### config.mk
export PLATFORM = sky130hd
export DESIGN_NAME = axi2sreg_mc
export DESIGN_NICKNAME = d
export VERILOG_FILES = /design/src/rtl/axi2sreg_mc.sv
export SDC_FILE = /design/constraint.sdc
export NUM_CORES = 1
export LEC_CHECK = 0
export BUFFER_PORTS_ARGS = -buffer_cell sky130_fd_sc_hd__buf_4
export CAP_MARGIN = 20
export CELL_PAD_IN_SITES_DETAIL_PLACEMENT = 0
export CELL_PAD_IN_SITES_GLOBAL_PLACEMENT = 1
export CORE_ASPECT_RATIO = 0.5
export CORE_MARGIN = 5
export CORE_UTILIZATION = 30
export CTS_CLUSTER_SIZE = 8
export DETAILED_ROUTE_END_ITERATION = 6
export MAX_ROUTING_LAYER = met4
export PLACE_DENSITY_LB_ADDON = 0.2
export SLEW_MARGIN = 20
export SYNTH_ARGS = -nofsm -noshare
export SYNTH_HDL_FRONTEND = slang
export SYNTH_SLANG_ARGS = --single-unit
### constraint.sdc
create_clock -name clk -period 5.3 [get_ports clk]
set_clock_uncertainty 0.1 [all_clocks]
set_input_delay 1.06 -clock clk [delete_from_list [all_inputs] [get_ports clk]]
set_output_delay 1.06 -clock clk [all_outputs]
set_load 0.01 [all_outputs]
### src/rtl/axi2sreg_mc.sv
// Memory-mapped control/status register block for a multi-channel AXI stream engine.
// Holds timing shadows that commit to active outputs on frame_sync, plus per-channel setup.
module axi2sreg_mc #(
  parameter logic [17:0] BASE = 18'h0,
  parameter int          NCH  = 2
) (
  input  logic              clk,
  input  logic              rst,
  input  logic              en_i,
  input  logic              wen_i,
  input  logic [17:0]       addr_i,
  input  logic [31:0]       din_i,
  output logic [31:0]       dout_o,
  output logic              dout_vld_o,
  input  logic              frame_sync_i,
  input  logic [NCH-1:0]    ierr_i,
  input  logic [NCH-1:0]    oerr_i,
  input  logic [18*NCH-1:0] iacnt_i,
  input  logic [18*NCH-1:0] oacnt_i,
  output logic [NCH-1:0]    ien_o,
  output logic [NCH-1:0]    oen_o,
  output logic [32*NCH-1:0] ibase_o,
  output logic [32*NCH-1:0] obase_o,
  output logic [18*NCH-1:0] isize_o,
  output logic [18*NCH-1:0] osize_o,
  output logic              tddmode_o,
  output logic              test_o,
  output logic [23:0]       frame_len_o,
  output logic [23:0]       tstart_o,
  output logic [23:0]       tend_o,
  output logic [23:0]       rstart_o,
  output logic [23:0]       rend_o,
  output logic [23:0]       frame_adj_o,
  output logic              adj_valid_o,
  output logic              adj_pending_o,
  output logic              commit_pending_o,
  output logic              irq_o
);

  localparam logic [7:0] A_CTRL = 8'h00, A_COMMIT = 8'h04, A_IRQ_STAT = 8'h08,
                         A_IRQ_MASK = 8'h0C, A_FRAME_CNT = 8'h10, A_FRAME_LEN = 8'h20,
                         A_FRAME_ADJ = 8'h24, A_TSTART = 8'h30, A_TEND = 8'h34,
                         A_RSTART = 8'h38, A_REND = 8'h3C;
  localparam logic [4:0] R_EN = 5'h00, R_IBASE = 5'h04, R_ISIZE = 5'h08, R_OBASE = 5'h0C,
                         R_OSIZE = 5'h10, R_IACNT = 5'h14, R_OACNT = 5'h18;
  localparam logic [23:0] LEN_RST = 24'd1920;
  localparam logic [23:0] END_RST = 24'd1919;

  logic        tddmode_q, test_q;
  logic        commit_pending_q, commit_pending_d;
  logic        adj_pending_q, adj_pending_d, adj_valid_q;
  logic [8:0]  irq_stat_q, irq_stat_d, irq_mask_q, irq_set, irq_clr;
  logic        irq_q;
  logic [31:0] frame_cnt_q, frame_cnt_d;
  logic [23:0] sh_len_q, sh_tstart_q, sh_tend_q, sh_rstart_q, sh_rend_q;
  logic [23:0] frame_len_q, tstart_q, tend_q, rstart_q, rend_q, frame_adj_q;
  logic        ien_q [NCH];
  logic        oen_q [NCH];
  logic [31:0] ibase_q [NCH];
  logic [31:0] obase_q [NCH];
  logic [17:0] isize_q [NCH];
  logic [17:0] osize_q [NCH];
  logic [31:0] dout_q;
  logic        dout_vld_q;

  logic        hit, wr, rd, ch_ok, commit_fire, adj_wr, adj_fire;
  logic [7:0]  off;
  logic [2:0]  ch_blk;
  logic [1:0]  ch_idx;
  logic [4:0]  ch_reg;
  logic [31:0] rd_data;

  assign hit    = (addr_i[17:8] == BASE[17:8]);
  assign wr     = en_i & wen_i & hit;
  assign rd     = en_i & ~wen_i & hit;
  assign off    = addr_i[7:0];
  assign ch_blk = off[7:5];
  assign ch_reg = off[4:0];
  assign ch_idx = 2'(ch_blk - 3'd2);
  assign ch_ok  = (ch_blk >= 3'd2) && ((int'(ch_blk) - 2) < NCH);

  // A commit only fires when it was armed before this frame_sync.
  assign commit_fire      = frame_sync_i & commit_pending_q;
  assign commit_pending_d = (wr && off == A_COMMIT && din_i[0]) | (commit_pending_q & ~commit_fire);
  assign adj_wr           = wr && off == A_FRAME_ADJ;
  assign adj_fire         = frame_sync_i & adj_pending_q & ~adj_wr;
  assign adj_pending_d    = adj_wr | (adj_pending_q & ~adj_fire);
  assign frame_cnt_d      = frame_sync_i ? frame_cnt_q + 32'd1 : frame_cnt_q;

  always_comb begin
    // NOTE: every comb output gets a default first so no path leaves it unassigned (no latch).
    irq_set             = '0;
    irq_set[NCH-1:0]    = ierr_i;
    irq_set[4 +: NCH]   = oerr_i;
    irq_set[8]          = commit_fire;
    irq_clr             = (wr && off == A_IRQ_STAT) ? din_i[8:0] : 9'h0;
    irq_stat_d          = (irq_stat_q & ~irq_clr) | irq_set;
  end

  always_comb begin
    rd_data = '0;
    case (off)
      A_CTRL:      rd_data = {30'b0, test_q, tddmode_q};
      A_COMMIT:    rd_data = {30'b0, adj_pending_q, commit_pending_q};
      A_IRQ_STAT:  rd_data = {23'b0, irq_stat_q};
      A_IRQ_MASK:  rd_data = {23'b0, irq_mask_q};
      A_FRAME_CNT: rd_data = frame_cnt_q;
      A_FRAME_LEN: rd_data = {8'b0, sh_len_q};
      A_FRAME_ADJ: rd_data = {8'b0, frame_adj_q};
      A_TSTART:    rd_data = {8'b0, sh_tstart_q};
      A_TEND:      rd_data = {8'b0, sh_tend_q};
      A_RSTART:    rd_data = {8'b0, sh_rstart_q};
      A_REND:      rd_data = {8'b0, sh_rend_q};
      default:     ;
    endcase
    for (int c = 0; c < NCH; c++) begin
      if (ch_ok && int'(ch_idx) == c) begin
        case (ch_reg)
          R_EN:    rd_data = {30'b0, oen_q[c], ien_q[c]};
          R_IBASE: rd_data = ibase_q[c];
          R_ISIZE: rd_data = {8'b0, isize_q[c], 6'b0};
          R_OBASE: rd_data = obase_q[c];
          R_OSIZE: rd_data = {8'b0, osize_q[c], 6'b0};
          R_IACNT: rd_data = {8'b0, iacnt_i[18*c +: 18], 6'b0};
          R_OACNT: rd_data = {8'b0, oacnt_i[18*c +: 18], 6'b0};
          default: ;
        endcase
      end
    end
  end

  always_ff @(posedge clk) begin
    // NOTE: sequential state uses non-blocking assignments so all flops sample pre-edge values.
    if (rst) begin
      tddmode_q        <= 1'b0;
      test_q           <= 1'b1;
      commit_pending_q <= 1'b0;
      adj_pending_q    <= 1'b0;
      adj_valid_q      <= 1'b0;
      irq_stat_q       <= '0;
      irq_mask_q       <= '0;
      irq_q            <= 1'b0;
      frame_cnt_q      <= '0;
      {sh_len_q, frame_len_q}   <= {LEN_RST, LEN_RST};
      {sh_tend_q, tend_q}       <= {END_RST, END_RST};
      {sh_rend_q, rend_q}       <= {END_RST, END_RST};
      {sh_tstart_q, tstart_q}   <= '0;
      {sh_rstart_q, rstart_q}   <= '0;
      frame_adj_q      <= '0;
      dout_q           <= '0;
      dout_vld_q       <= 1'b0;
      // NOTE: the channel arrays are small flop banks with defined power-up values, so they are reset.
      for (int c = 0; c < NCH; c++) begin
        ien_q[c]   <= 1'b0;
        oen_q[c]   <= 1'b0;
        ibase_q[c] <= 32'hFFFC_0000;
        obase_q[c] <= 32'hFFFC_0000;
        isize_q[c] <= 18'h400;
        osize_q[c] <= 18'h400;
      end
    end else begin
      if (wr) begin
        case (off)
          A_CTRL:      {test_q, tddmode_q} <= din_i[1:0];
          A_IRQ_MASK:  irq_mask_q  <= din_i[8:0];
          A_FRAME_LEN: sh_len_q    <= din_i[23:0];
          A_FRAME_ADJ: frame_adj_q <= din_i[23:0];
          A_TSTART:    sh_tstart_q <= din_i[23:0];
          A_TEND:      sh_tend_q   <= din_i[23:0];
          A_RSTART:    sh_rstart_q <= din_i[23:0];
          A_REND:      sh_rend_q   <= din_i[23:0];
          default:     ;
        endcase
        for (int c = 0; c < NCH; c++) begin
          if (ch_ok && int'(ch_idx) == c) begin
            case (ch_reg)
              R_EN:    {oen_q[c], ien_q[c]} <= din_i[1:0];
              R_IBASE: ibase_q[c] <= din_i;
              R_ISIZE: isize_q[c] <= din_i[23:6];
              R_OBASE: obase_q[c] <= din_i;
              R_OSIZE: osize_q[c] <= din_i[23:6];
              default: ;
            endcase
          end
        end
      end
      // Active values take the shadow as it stood before any same-cycle write.
      if (commit_fire) begin
        frame_len_q <= sh_len_q;
        tstart_q    <= sh_tstart_q;
        tend_q      <= sh_tend_q;
        rstart_q    <= sh_rstart_q;
        rend_q      <= sh_rend_q;
      end
      commit_pending_q <= commit_pending_d;
      adj_pending_q    <= adj_pending_d;
      adj_valid_q      <= adj_fire;
      irq_stat_q       <= irq_stat_d;
      irq_q            <= |(irq_stat_q & irq_mask_q);
      frame_cnt_q      <= frame_cnt_d;
      dout_q           <= rd ? rd_data : 32'h0;
      dout_vld_q       <= rd;
    end
  end

  for (genvar c = 0; c < NCH; c++) begin : g_ch_out
    assign ien_o[c]              = ien_q[c];
    assign oen_o[c]              = oen_q[c];
    assign ibase_o[32*c +: 32]   = ibase_q[c];
    assign obase_o[32*c +: 32]   = obase_q[c];
    assign isize_o[18*c +: 18]   = isize_q[c];
    assign osize_o[18*c +: 18]   = osize_q[c];
  end

  assign tddmode_o        = tddmode_q;
  assign test_o           = test_q;
  assign frame_len_o      = frame_len_q;
  assign tstart_o         = tstart_q;
  assign tend_o           = tend_q;
  assign rstart_o         = rstart_q;
  assign rend_o           = rend_q;
  assign frame_adj_o      = frame_adj_q;
  assign adj_valid_o      = adj_valid_q;
  assign adj_pending_o    = adj_pending_q;
  assign commit_pending_o = commit_pending_q;
  assign irq_o            = irq_q;
  assign dout_o           = dout_q;
  assign dout_vld_o       = dout_vld_q;

endmodule

==> run_results.csv, run 1 <==
group,metric,value,unit
run_status,status,"completed",
setup_path,slowest_delay,800,ps
setup_path,crit_slowest_cell,"a2111oi_2",
timing,tns,0,ps
timing,fin_crit_sh,0.687,
die,die_area,84100,sq um
synthesis,syn_inst,2374,
cells_and_area,drive_above_1_share,0.260,
placed_design,gp_congestion,0.924,
synthesis,netlist_area,23400,sq um
hold_path,hold_class,"reg2reg",
global_routing,grt_overflow_total,0,
clock_network,cts_made_buffers,79,
routing,drc,0,
clock_network,hold_buffers,0,
setup_path,path_class,"in2reg",
synthesis,syn_nets,2506,
hold_path,worstHoldStart,"tend_o[23]$_SDFFE_PP0P_",
global_routing,grt_pass1_wl,155000,um
timing,rsz0062_at_grt,"false",
clock_network,root_buffer,"clkbuf_16",
timing,maxSlewViolCount,0,
clock_network,clk_path_buf_depth,3,
cells_and_area,area_growth,29.8,%
synthesis,seq_area_frac_synth,0.562,
global_routing,grtUsageTotal,0.262,
cells_and_area,layout_commonest_cell,"buf_4",
pwr,ir_worst_vdd,0.211,mV
timing,tightestPinTransition,1150,ps
synthesis,synthDistinctLibCells,70,
setup_path,r2r_slack,3020,ps
synthesis,synth_warnings,0,
timing,period_needed,3640,ps
synthesis,synth_async_sr_flop_share,0,
die,die_h,208,um
clock_network,cts_tree,"done",
placed_design,placedCellCount,3780,
routing,vias,20800,
die,die_w,405,um
setup_path,reg2reg_depth,6,
setup_path,cp-end-kind,"flip-flop",
setup_path,required,5630,ps
setup_path,r2r-end,"frame_cnt_q[28]$_SDFFE_PP0P_",
hold_path,hold_end,"tend_o[23]$_SDFFE_PP0P_",
clock_network,insertion_delay,630,ps
setup_path,cp.arrival,3970,ps
clock_network,cts_setup_buffers,0,
die,initial_utilization,0.303,
routing,avgRoutedWirePerCell,28.5,um
setup_path,path_cells,"buf_4 > buf_4 > mux2i_1 > o22ai_1 > a2111oi_2 > a221oi_1",
placed_design,port_buffers,517,
setup_path,startpoint_type,"primary input",
synthesis,synth_area_leaders,"dfxtp_1, edfxtp_1, nand2_1, a21oi_1, a22oi_1",
clock_network,htree_levels,3,
routing,first_iter_violations,2353,
routing,via_per_inst,5.33,
synthesis,synth_ff_type,"dfxtp_1",
flow_run,drv_cap,0,
routing,dr.pass1.iters,6,
cells_and_area,fill_cells,7832,
cells_and_area,nets,2957,
die,rows,72,
cells_and_area,utilization,0.393,
timing,hold_violations,0,
global_routing,grt_pass1_vias,20200,
timing,setup-violations-final,0,
synthesis,synth.avg_cell_area,9.86,sq um
global_routing,grt_max_degree,106,
timing,max-slew-margin-rel,0.234,
routing,wirelength,111000,um
hold_path,holdPathStages,2,
cells_and_area,layout.cells.non_filler,3907,
global_routing,antenna_found_initial,17,
placed_design,hpwl,80000,um
synthesis,ys_seq_elements,557,
clock_network,cts.reportedPaths.clkPinSlew,50,ps
setup_path,crit_top_cell,"buf_4",
setup_path,r2r-start,"frame_cnt_q[1]$_SDFFE_PP0P_",
synthesis,synth_top_area_cell,"dfxtp_1",
cells_and_area,layout_common_cells,"buf_4, nand2_1, dfxtp_1",
synthesis,netlist.area_leader.share,0.305,
die,ios,518,
clock_network,clock_sinks,557,
routing,postRouteAntennaNets,0,
die,coreArea,77300,sq um
setup_path,path_max_fanout,49,
pwr,powerDensity,328,nW/um^2
timing,max_freq,275,MHz
pwr,leakage,11.1,nW
clock_network,cts_resized,0,
synthesis,synth_edf_count,200,
[worst max path at each step]
stage                     from                  endpoint  slack [ps]  cells past startpoint
finish               addr_i[2]     dout_o[12]$_SDFF_PP0_        1660                      6
global route         addr_i[2]     dout_o[12]$_SDFF_PP0_        1570                      6
CTS                  addr_i[2]     dout_o[12]$_SDFF_PP0_        1830                      6
detailed placement   addr_i[2]     dout_o[12]$_SDFF_PP0_        1170                      6
global placement     addr_i[2]     dout_o[12]$_SDFF_PP0_         300                      6
floorplan           addr_i[10]  obase_q[0][32]$_DFFE_PP_        1910                      5
[kinds of logic (layout without fill, tap and decap cells)]
kind of cell	Yosys count	count (layout)	synth area share
compound gates	580	580	0.155
xor+xnor	27	27	0.0101
fa+ha+maj	1	1	0.000534
buf+inv	218	703	0.0422
flops	557	557	0.562
mux	82	82	0.0432
other cells	0	12	0
simple gates	909	909	0.187
[sequential cells by signal, indices dropped and copies added, names as in the netlist, 2 cells and up]
name	cells
irq_stat_q	9
oen_o	2
sh_tend_q	24
frame_cnt_q	32
rend_o	24
osize_q	36
frame_len_o	24
rstart_o	24
irq_mask_q	9
sh_tstart_q	24
sh_len_q	24
sh_rend_q	24
obase_q	64
tend_o	24
isize_q	36
ibase_q	64
tstart_o	24
ien_o	2
frame_adj_o	24
sh_rstart_q	24
dout_o	32
[metrics by stage]
step / setup WS, ps / power [mW] / cell area [sq um] / hold slack, ps
after floorplan: 1910 / 4.93 / 23400 / 340
after global placement: 305 / 5.35 / 28100 / 344
after detailed placement: 1170 / 5.34 / 28100 / 348
after CTS: 1830 / 10.0 / 30300 / 355
after global routing: 1570 / 10.3 / 30400 / 373
final: 1660 / 9.97 / 30400 / 352
[synth_stat cells, types with 4 or more instances]
| cell | instances |
|---|---|
| nand2_1 | 520 |
| dfxtp_1 | 357 |
| a21oi_1 | 307 |
| edfxtp_1 | 200 |
| clkbuf_1 | 123 |
| nor2_1 | 90 |
| and2_1 | 75 |
| a22oi_1 | 72 |
| buf_2 | 52 |
| mux2i_1 | 46 |
| nor3_1 | 46 |
| nand2b_1 | 39 |
| nand3_1 | 38 |
| a221oi_1 | 37 |
| o21ai_0 | 34 |
| nand3b_1 | 27 |
| buf_4 | 23 |
| mux2_2 | 23 |
| a22o_1 | 22 |
| a31oi_1 | 18 |
| xor2_1 | 18 |
| a311oi_1 | 16 |
| inv_1 | 13 |
| mux4_2 | 13 |
| o22ai_1 | 13 |
| nand4_1 | 12 |
| a211oi_1 | 11 |
| a2111oi_0 | 9 |
| a21o_1 | 9 |
| a221o_1 | 9 |
| xnor2_1 | 9 |
| a222oi_1 | 6 |
| and3_1 | 6 |
| nor3_4 | 6 |
| and4_1 | 5 |
| nor4b_4 | 5 |
| o2bb2ai_1 | 5 |
| or3_1 | 5 |
| nor3_2 | 4 |
[power by group]
part	total [mW]	switching, mW	internal [mW]
combinational	0.671	0.420	0.251
clock	4.70	1.91	2.79
sequential	4.60	0.0823	4.51
total	9.97	2.41	7.56
[layout make-up]
class | instances | area, sq um | area share
clock buffer | 111 | 2160 | 0.0711
multi-input combinational | 1599 | 9330 | 0.307
sequential | 557 | 13200 | 0.433
antenna | 12 | 30.0 | 0.000988
clock inverter | 4 | 38.8 | 0.00128
inverter | 13 | 48.8 | 0.00161
timing repair buffer | 575 | 4320 | 0.142
tap | 1036 | 1300 | 0.0427
[layer usage]
layer / GRT usage / share of wire / vias to the layer above
met2: 0.394 / 0.45 / 886
met3: 0.0706 / 0.089 / 179
met4: 0.0812 / 0.029 / 0
li1: - / - / 9392
met5: - / 0 / -
met1: 0.347 / 0.43 / 10400
[critical path: cells and delay by family]
kind	cells	cell delay [ps]
AOI/OAI and AO/OA	3	1270
buffers and inverters	2	1170
muxes	1	410
Note: power is estimated with default switching activity, not from simulation.
==> run 2: changes to the inputs <==
==> constraint.sdc (replaced) <==
create_clock -name clk -period 3.4 [get_ports clk]
set_clock_uncertainty 0.1 [all_clocks]
set_input_delay 0.68 -clock clk [delete_from_list [all_inputs] [get_ports clk]]
set_output_delay 0.68 -clock clk [all_outputs]
set_load 0.01 [all_outputs]
==> run_results.csv, run 2 (synthesis results as in run 1) <==
group,metric,value,unit
run_status,status,"completed",
cells_and_area,layout_common_cells,"buf_4, nand2_1, dfxtp_1",
cells_and_area,reg.largest.list,"ibase_q x64, obase_q x64",
setup_path,path_max_fanout,19,
global_routing,use_met2,0.407,
pwr,powerDensity,505,nW/um^2
die,initial_utilization,0.303,
setup_path,required,3750,ps
global_routing,grtUsageTotal,0.263,
timing,setup-violations-final,0,
flow_run,drv_cap,0,
setup_path,startpoint,"addr_i[4]",
setup_path,path_class,"in2reg",
global_routing,antenna_found_initial,12,
routing,postRouteAntennaNets,0,
routing,vias,21100,
clock_network,cts_tree,"done",
cells_and_area,layout_commonest_cell,"buf_4",
cells_and_area,nets,2997,
clock_network,htree_levels,3,
timing,layout_setup_ws,703,ps
global_routing,grtUsageMet3,0.0610,
timing,fin_crit_sh,0.793,
clock_network,hold_buffers,0,
clock_network,cts_resized,0,
routing,avgRoutedWirePerCell,28.2,um
pwr,ir_worst_vdd,0.301,mV
global_routing,grt_pass1_wl,157000,um
clock_network,clock_sinks,557,
timing,tightestPinTransition,797,ps
placed_design,port_buffers,517,
placed_design,hpwl,80800,um
setup_path,worst_path_dominant_cell_family,"simple AND/OR/NAND/NOR gates",
setup_path,cp-end-kind,"flip-flop",
setup_path,crit_slowest_cell,"and2_1",
clock_network,cts.reportedPaths.clkPinSlew,50,ps
hold_path,hold_class,"in2reg",
routing,wirelength,111000,um
clock_network,clk_path_buf_depth,3,
timing,hold_violations,0,
timing,max_freq,371,MHz
die,die_w,405,um
setup_path,r2r-end,"frame_cnt_q[28]$_SDFFE_PP0P_",
cells_and_area,fill_cells,7788,
die,ios,518,
global_routing,grt_pass1_vias,20800,
cells_and_area,layout.cells.non_filler,3939,
clock_network,cts_setup_buffers,0,
clock_network,root_buffer,"clkbuf_16",
setup_path,startpoint_type,"primary input",
setup_path,r2r-start,"frame_cnt_q[0]$_SDFFE_PP0P_",
cells_and_area,area_growth,31.8,%
global_routing,top_usage_layer,"met2",
clock_network,cts_made_buffers,79,
hold_path,holdPathStages,3,
global_routing,grt_max_degree,150,
placed_design,dp_slack,149,ps
routing,dr.pass1.iters,6,
timing,period_needed,2700,ps
setup_path,r2r_slack,1120,ps
placed_design,placedCellCount,3820,
die,die_h,208,um
hold_path,hold_end,"irq_stat_q[4]$_SDFF_PP0_",
setup_path,path_cells,"buf_4 > nor4b_1 > and2_1 > a221o_1 > a211oi_1 > a311oi_1",
setup_path,slowest_delay,710,ps
pwr,leakage,11.4,nW
clock_network,insertion_delay,640,ps
timing,max-slew-margin-rel,0.469,
setup_path,cp.arrival,3050,ps
routing,drc,0,
die,rows,72,
routing,first_iter_violations,2120,
pwr,finalPower,15.6,mW
placed_design,gp_congestion,0.944,
cells_and_area,drive_above_1_share,0.270,
routing,via_per_inst,5.36,
die,die_area,84100,sq um
setup_path,cp_num_buf_inv,1,
timing,maxSlewViolCount,0,
global_routing,grt_overflow_total,0,
setup_path,reg2reg_depth,6,
hold_path,worstHoldStart,"oerr_i[0]",
global_routing,grt_use_met1,0.349,
timing,tns,0,ps
timing,rsz0062_at_grt,"false",
die,coreArea,77300,sq um
==> run 2: cell types whose count changed in the layout (fill, tap and decap cells not counted) <==
| cell | change |
|---|---|
| diode_2 | -4 |
| buf_12 | +16 |
| a2111oi_2 | -1 |
| nor3_1 | +1 |
| a2111oi_0 | +3 |
| clkinv_2 | -1 |
| a2111oi_1 | -2 |
| buf_4 | +24 |
| clkbuf_8 | +1 |
| nor3_2 | -1 |
| clkbuf_1 | -4 |
==> run 2: cell type report <==
| class | count | area, sq um | area share |
|---|---|---|---|
| diodes | 8 | 20.0 | 0.000649 |
| clock buffers | 108 | 2160 | 0.0700 |
| clock inverters | 3 | 33.8 | 0.00109 |
| inverters | 13 | 48.8 | 0.00158 |
| multi-input cells | 1599 | 9320 | 0.302 |
| flip-flops and latches | 557 | 13200 | 0.426 |
| well taps | 1036 | 1300 | 0.0420 |
| repair buffers | 615 | 4820 | 0.156 |
==> run 2: how the worst max path moves through the flow <==
stage / to / slack (ps) / cells after the start
2_1_floorplan: obase_q[0][32]$_DFFE_PP_ / 390 / 5
3_3_place_gp: dout_o[13]$_SDFF_PP0_ / 190 / 6
3_5_place_dp: dout_o[13]$_SDFF_PP0_ / 150 / 6
4_1_cts: dout_o[13]$_SDFF_PP0_ / 800 / 6
5_1_grt: dout_o[13]$_SDFF_PP0_ / 690 / 6
6_report: dout_o[13]$_SDFF_PP0_ / 700 / 6
==> run 2: per-layer routing <==
layer  routed length [um]  share of wire
met1                47900           0.43
met5                    0              0
met2                51500           0.46
met4                 2760          0.025
met3                 8750          0.079
==> run 2: power breakdown <==
group	switching, mW	internal (mW)
combinational	0.668	0.424
clock	2.96	4.35
sequential	0.126	7.04
total	3.75	11.8
==> run 2: per-stage QoR <==
step	instance area, sq um	util	hold WS (ps)
6_report	30900	0.399	240
5_1_grt	30800	0.399	231
4_1_cts	30800	0.399	207
3_5_place_dp	28600	0.371	349
3_3_place_gp	28600	0.371	345
2_1_floorplan	23400	-	340
==> run 2: tightest hold or removal path: stages <==
cell and delay (ps):
buf_4 120, inv_1 40, a311oi_1 70
